===== config.mk =====
export PLATFORM = sky130hd
export DESIGN_NAME = game_phase_ctrl
export DESIGN_NICKNAME = d
export VERILOG_FILES = /design/src/rtl/game_phase_ctrl.sv
export SDC_FILE = /design/constraint.sdc
export NUM_CORES = 1
export LEC_CHECK = 0
export ABC_AREA = 1
export CAP_MARGIN = 20
export CORE_MARGIN = 1
export CORE_UTILIZATION = 57
export DETAILED_ROUTE_END_ITERATION = 12
export MAX_ROUTING_LAYER = met4
export PLACE_DENSITY = 0.83
export SETUP_SLACK_MARGIN = 0.4
export SYNTH_ARGS = -nofsm -noshare
export SYNTH_HDL_FRONTEND = slang
export SYNTH_SLANG_ARGS = --single-unit

===== constraint.sdc =====
create_clock -name Clk -period 2.8 [get_ports Clk]
set_clock_uncertainty 0.1 [all_clocks]
set_input_delay 0.42 -clock Clk [delete_from_list [all_inputs] [get_ports Clk]]
set_output_delay 0.42 -clock Clk [all_outputs]
set_load 0.01 [all_outputs]

===== src/rtl/game_phase_ctrl.sv =====
// Game sequencer: PRELIM countdown -> GAME symbol stream -> ANSWER window -> POST result,
// with LOST as the terminal state until restart. Every output is a register.
module game_phase_ctrl #(
  parameter int PRELIM_SECS    = 5,
  parameter int ANSWER_SECS    = 10,
  parameter int POST_SECS      = 4,
  parameter int BASE_SYMBOLS   = 10,
  parameter int SYMS_PER_LEVEL = 2,
  parameter int MAX_LEVEL      = 31,
  parameter int MAX_DIFF       = 3
) (
  input  logic       Clk,
  input  logic       Rst_n,
  input  logic       Tick1Hz,
  input  logic       TickGen,
  input  logic       start,
  input  logic       answerSubmit,
  input  logic [6:0] userCount,
  input  logic [6:0] gameCount,
  output logic       prelimPeriod,
  output logic       gamePeriod,
  output logic       answerPeriod,
  output logic       postPeriod,
  output logic       symStep,
  output logic [3:0] countDownTime,
  output logic [4:0] level,
  output logic [6:0] countDifference,
  output logic       lose
);

  typedef enum logic [2:0] {IDLE, PRELIM, GAME, ANSWER, POST, LOST} phaseT;

  phaseT      state, stateNext;
  logic [6:0] symLeft, symLeftNext;
  logic [3:0] cdtNext;
  logic [4:0] levelNext;
  logic [6:0] diffNext, diffNow;
  logic       loseNext, symStepNext;
  logic       prelimNext, gameNext, answerNext, postNext;

  // Symbols for a level grow linearly and are clipped to what the display can show.
  function automatic logic [6:0] symLoad(input logic [4:0] lv);
    int n;
    n = BASE_SYMBOLS + (int'(lv) - 1) * SYMS_PER_LEVEL;
    return (n > 99) ? 7'd99 : 7'(n);
  endfunction

  function automatic logic [6:0] absDiff(input logic [6:0] a, input logic [6:0] b);
    return (a >= b) ? (a - b) : (b - a);
  endfunction

  function automatic logic [4:0] levelInc(input logic [4:0] lv);
    return (lv >= 5'(MAX_LEVEL)) ? 5'(MAX_LEVEL) : (lv + 5'd1);
  endfunction

  assign diffNow = absDiff(userCount, gameCount);

  always_ff @(posedge Clk or negedge Rst_n) begin
    if (!Rst_n) begin
      state           <= IDLE;
      symLeft         <= 7'd0;
      countDownTime   <= 4'd0;
      level           <= 5'd1;
      countDifference <= 7'd0;
      lose            <= 1'b0;
      symStep         <= 1'b0;
      prelimPeriod    <= 1'b0;
      gamePeriod      <= 1'b0;
      answerPeriod    <= 1'b0;
      postPeriod      <= 1'b0;
    end else begin
      state           <= stateNext;
      symLeft         <= symLeftNext;
      countDownTime   <= cdtNext;
      level           <= levelNext;
      countDifference <= diffNext;
      lose            <= loseNext;
      symStep         <= symStepNext;
      prelimPeriod    <= prelimNext;
      gamePeriod      <= gameNext;
      answerPeriod    <= answerNext;
      postPeriod      <= postNext;
    end
  end

  always_comb begin
    stateNext   = state;
    symLeftNext = symLeft;
    cdtNext     = countDownTime;
    levelNext   = level;
    diffNext    = countDifference;
    loseNext    = lose;
    symStepNext = 1'b0;
    unique case (state)
      IDLE: begin
        if (start) begin
          stateNext = PRELIM;
          cdtNext   = 4'(PRELIM_SECS);
        end
      end
      PRELIM: begin
        if (Tick1Hz) begin
          if (countDownTime == 4'd1) begin
            stateNext   = GAME;
            cdtNext     = 4'd0;
            symLeftNext = symLoad(level);
          end else begin
            cdtNext = countDownTime - 4'd1;
          end
        end
      end
      GAME: begin
        if (TickGen && (symLeft != 7'd0)) begin
          symStepNext = 1'b1;
          symLeftNext = symLeft - 7'd1;
          if (symLeft == 7'd1) begin
            stateNext = ANSWER;
            cdtNext   = 4'(ANSWER_SECS);
          end
        end
      end
      ANSWER: begin
        // Submit and timeout share one transition, so coinciding pulses act as one.
        if (answerSubmit || (Tick1Hz && (countDownTime == 4'd1))) begin
          stateNext = POST;
          diffNext  = diffNow;
          loseNext  = (diffNow > 7'(MAX_DIFF));
          cdtNext   = 4'(POST_SECS);
        end else if (Tick1Hz) begin
          cdtNext = countDownTime - 4'd1;
        end
      end
      POST: begin
        if (Tick1Hz) begin
          if (countDownTime == 4'd1) begin
            if (lose) begin
              stateNext = LOST;
              cdtNext   = 4'd0;
            end else begin
              stateNext = PRELIM;
              levelNext = levelInc(level);
              cdtNext   = 4'(PRELIM_SECS);
            end
          end else begin
            cdtNext = countDownTime - 4'd1;
          end
        end
      end
      LOST: begin
        if (start) begin
          stateNext = PRELIM;
          levelNext = 5'd1;
          loseNext  = 1'b0;
          diffNext  = 7'd0;
          cdtNext   = 4'(PRELIM_SECS);
        end
      end
      default: stateNext = IDLE;
    endcase
  end

  // Flags are decoded from the upcoming state so they land in the same cycle as it.
  always_comb begin
    prelimNext = (stateNext == PRELIM);
    gameNext   = (stateNext == GAME);
    answerNext = (stateNext == ANSWER);
    postNext   = (stateNext == POST) || (stateNext == LOST);
  end

endmodule


==> impl_results.md <==
* Status: finished clean
* CP Max Fanout at 3
* R2r worst-path depth at 8
* Final setup fails at 0
* First-pass GRT wire length at 10.85 mm
* Largest stage delay on the critical path at 440 ps
* Syn_nets at 464
* Async S/R FF share, synth at 1.000
* Primary FF master, synth: dfrtp_1
* HP Class: register to register
* Final Hold Viols at 0
* Hold Worst Slack at 389.2 ps
* FF-to-FF End: symLeft[1]$_DFFE_PN0P_
* Average cell area after synthesis at 6.823 um^2
* YS warnings at 0
* Fraction of layout cells with a size suffix above 1 at 0.08621
* Hold-critical path endpoint: symLeft[5]$_DFFE_PN0P_
* Root Buffer: clkbuf_8
* Vias in the first global route at 2494
* Pre-antenna DRT Iters at 4
* Unrepaired setup endpoints after global routing: true
* Setup TNS Final at 0 ps
* Critical path data arrival time at 2310 ps
* Worst Hold Depth at 2
* Synth top cells by count: nand2_1 (110), inv_1 (69), nor2_1 (44), dfrtp_1 (31)
* Vias per cell at 5.094
* Final worst slack at 576.0 ps
* Seq cells post-synth at 32
* Rel. slew slack at 0.6349
* Clock buffer count from CTS at 5
* Reg2reg setup slack at 590 ps
* CTS sink count at 32
* CTS max path bufs at 2
* CTS tree: yes
* EDFF count, synth at 0
* Slew @ Worst Pin at 546.1 ps
* ANT nets after route at 0
* Cell with the most instances after synthesis: nand2_1
* Most used cell, CP: nand2_1
* Reg-to-reg startpoint: level[0]$_DFFE_PN1P_
* Cell taking the most area after synthesis: dfrtp_1
* Core Area at 4755 um^2
* Routed WL at 6.275 mm
* Slowest CP cell: clkdlybuf4s50_1
* Die X at 72.65 um
* Cell variety after synth at 38
* Worst Path Buf+Inv at 3
* I/O pin count at 42
* Leakage power at 1.837 nW
* Pwr dens at 905.3 nW/um^2
* Placed insts at 522
* Slew Limit Fails at 0
* Pre-CTS setup slack at 158.7 ps
* Max Cap Viol at 0
* Antenna violations before repair at 0
* Minimum clock period at 2224 ps
* Crit-path leading delay family: simple AND/OR/NAND/NOR gates
* Clk slew on worst S/H paths at 70 ps
* Die height at 72.65 um
* Finished layout cell area at 3473 um^2
* Synth Cell Area at 2845 um^2
* Fin util at 0.7305
* Num rows at 25
* Non-filler instance count after layout at 531
* Hold Crit Start: symLeft[5]$_DFFE_PN0P_
* NumNets Final at 510
* CP Data Required Time at 2880 ps
* Via count at 2705
* N_diodes at 0
* Peak Freq at 449.6 MHz
* GRT Util Overall at 0.2711
* Part of the cycle the worst path needs at 0.7943
* Area contributors post-synth: dfrtp_1 (27%), nand2_1 (15%), ha_1 (11%)
* Clk Latency, worst-skew pair at 290 ps
* Full die area at 5278 um^2
* Starting DRT DRC Count at 186
* Area after DPL at 3321 um^2
* Largest net degree at the start of global routing at 33
* Startpoint types: primary input
* Starting Density at 0.5984
* Yosys top cell area share at 0.2726
* Critical Path End Type: register
* Total Power at 3.144 mW
* Max VDD drop at 570.5 uV
* Area delta synth->final at 22.08%
* Drt wl/cell at 11.82 um
* Detail Placement HPWL at 4.892 mm
* CP Cell Sequence: clkdlybuf4s50_1, inv_1, ha_1, inv_1, fa_1, nand2_1, nand3_1, nand2_1, nand2_1, nand2_1, nand2_1, nor2_1, nand2_1, nand2_1, nand2_1
* DRC errors left at 0
* Hold Buf Count CTS at 0
* Critical path class: primary input to register
* Grt ovf at 0
* PortBufs at 41
* GPL Wtd Cong at 0.9672
* Depth of the CTS H-tree at 2
* Seq/Total Area, Yosys at 0.2819
* Post-Synthesis Cells at 417
cells by family (layout without fill, tap and decap cells):
logic type	after synthesis	after routing	synth area share
AND/OR/NAND/NOR	204	204	0.3096
buffers and inverters	79	126	0.1095
AO/OA/AOI/OAI	61	61	0.1319
flip-flops	32	32	0.2819
adder cells (fa/ha/maj)	27	27	0.1240
XOR/XNOR	14	14	0.04310
sequential cells by signal, indices dropped and copies added (netlist names):
name,flops
answerPeriod,1
countDifference,7
countDownTime,4
gamePeriod,1
level,5
lose,1
postPeriod,1
prelimPeriod,1
state,3
symLeft,7
symStep,1
worst max-delay path by stage:
stage | end | slack (ps) | cells after the start | startpoint
final | lose$_DFFE_PN0P_ | 580 | 15 | userCount[0]
after CTS | lose$_DFFE_PN0P_ | 460 | 13 | userCount[2]
after global placement | lose$_DFFE_PN0P_ | 230 | 13 | userCount[2]
after detailed placement | lose$_DFFE_PN0P_ | 160 | 13 | userCount[2]
after global routing | lose$_DFFE_PN0P_ | 370 | 14 | userCount[2]
after floorplan | symLeft[5]$_DFFE_PN0P_ | 820 | 7 | level[0]$_DFFE_PN1P_
timing repair:
action / in CTS / in global routing
setup buffers: 0 / 1
gates resized for setup: 0 / 9
setup endpoints to repair: 0 / 8
hold endpoints to repair: 0 / 0
per-layer routing:
layer | global-route usage | part of all wire | vias to the layer above
met4 | 0.06100 | 0.0043 | 0
met3 | 0.04144 | 0.033 | 5
met2 | 0.4600 | 0.50 | 44
met1 | 0.3421 | 0.46 | 1245
met5 | - | 0 | -
li1 | - | - | 1411
power by group:
group	switching, mW	internal, mW
clock	0.187	0.263
sequential	0.175	0.655
combinational	1.08	0.787
area by class of cell:
type / instances / area (um^2)
Clock buffer: 5 / 68.82
Clock inverter: 3 / 42.54
Fill cell: 380 / 1281
Inverter: 74 / 277.8
Multi-Input combinational cell: 306 / 1765
Sequential cell: 32 / 802.0
Tap cell: 67 / 83.83
Timing Repair Buffer: 44 / 432.9
worst register-to-register path: stages (launching register included):
cell and delay, ps:
dfstp_2 610, inv_1 120, ha_1 260, o21ai_1 280, xor2_2 270, nand2_1 110, nor2_1 110, nand4_1 130
a21boi_1 150
layout by cell type, fill, tap and decap left out, types with 2 or more instances in the layout:
master,netlist,layout
a21boi_1,5,5
a21oi_1,13,12
a21oi_2,1,2
a21oi_4,2,2
buf_4,1,3
clkbuf_8,0,5
clkdlybuf4s50_1,0,41
dfrtp_1,31,31
ha_1,25,23
ha_2,0,2
inv_1,69,69
inv_2,4,4
nand2_1,110,110
nand2_2,3,3
nand3_1,26,25
nand4_1,8,8
nor2_1,44,43
nor2_2,3,4
nor2_4,2,2
nor3_1,3,3
o211ai_1,5,5
o21ai_0,26,25
o21ai_1,3,4
o21ai_2,2,2
xnor2_1,5,5
xor2_1,9,7
xor2_2,0,2
No activity file was read; power rests on OpenSTA's default activity.
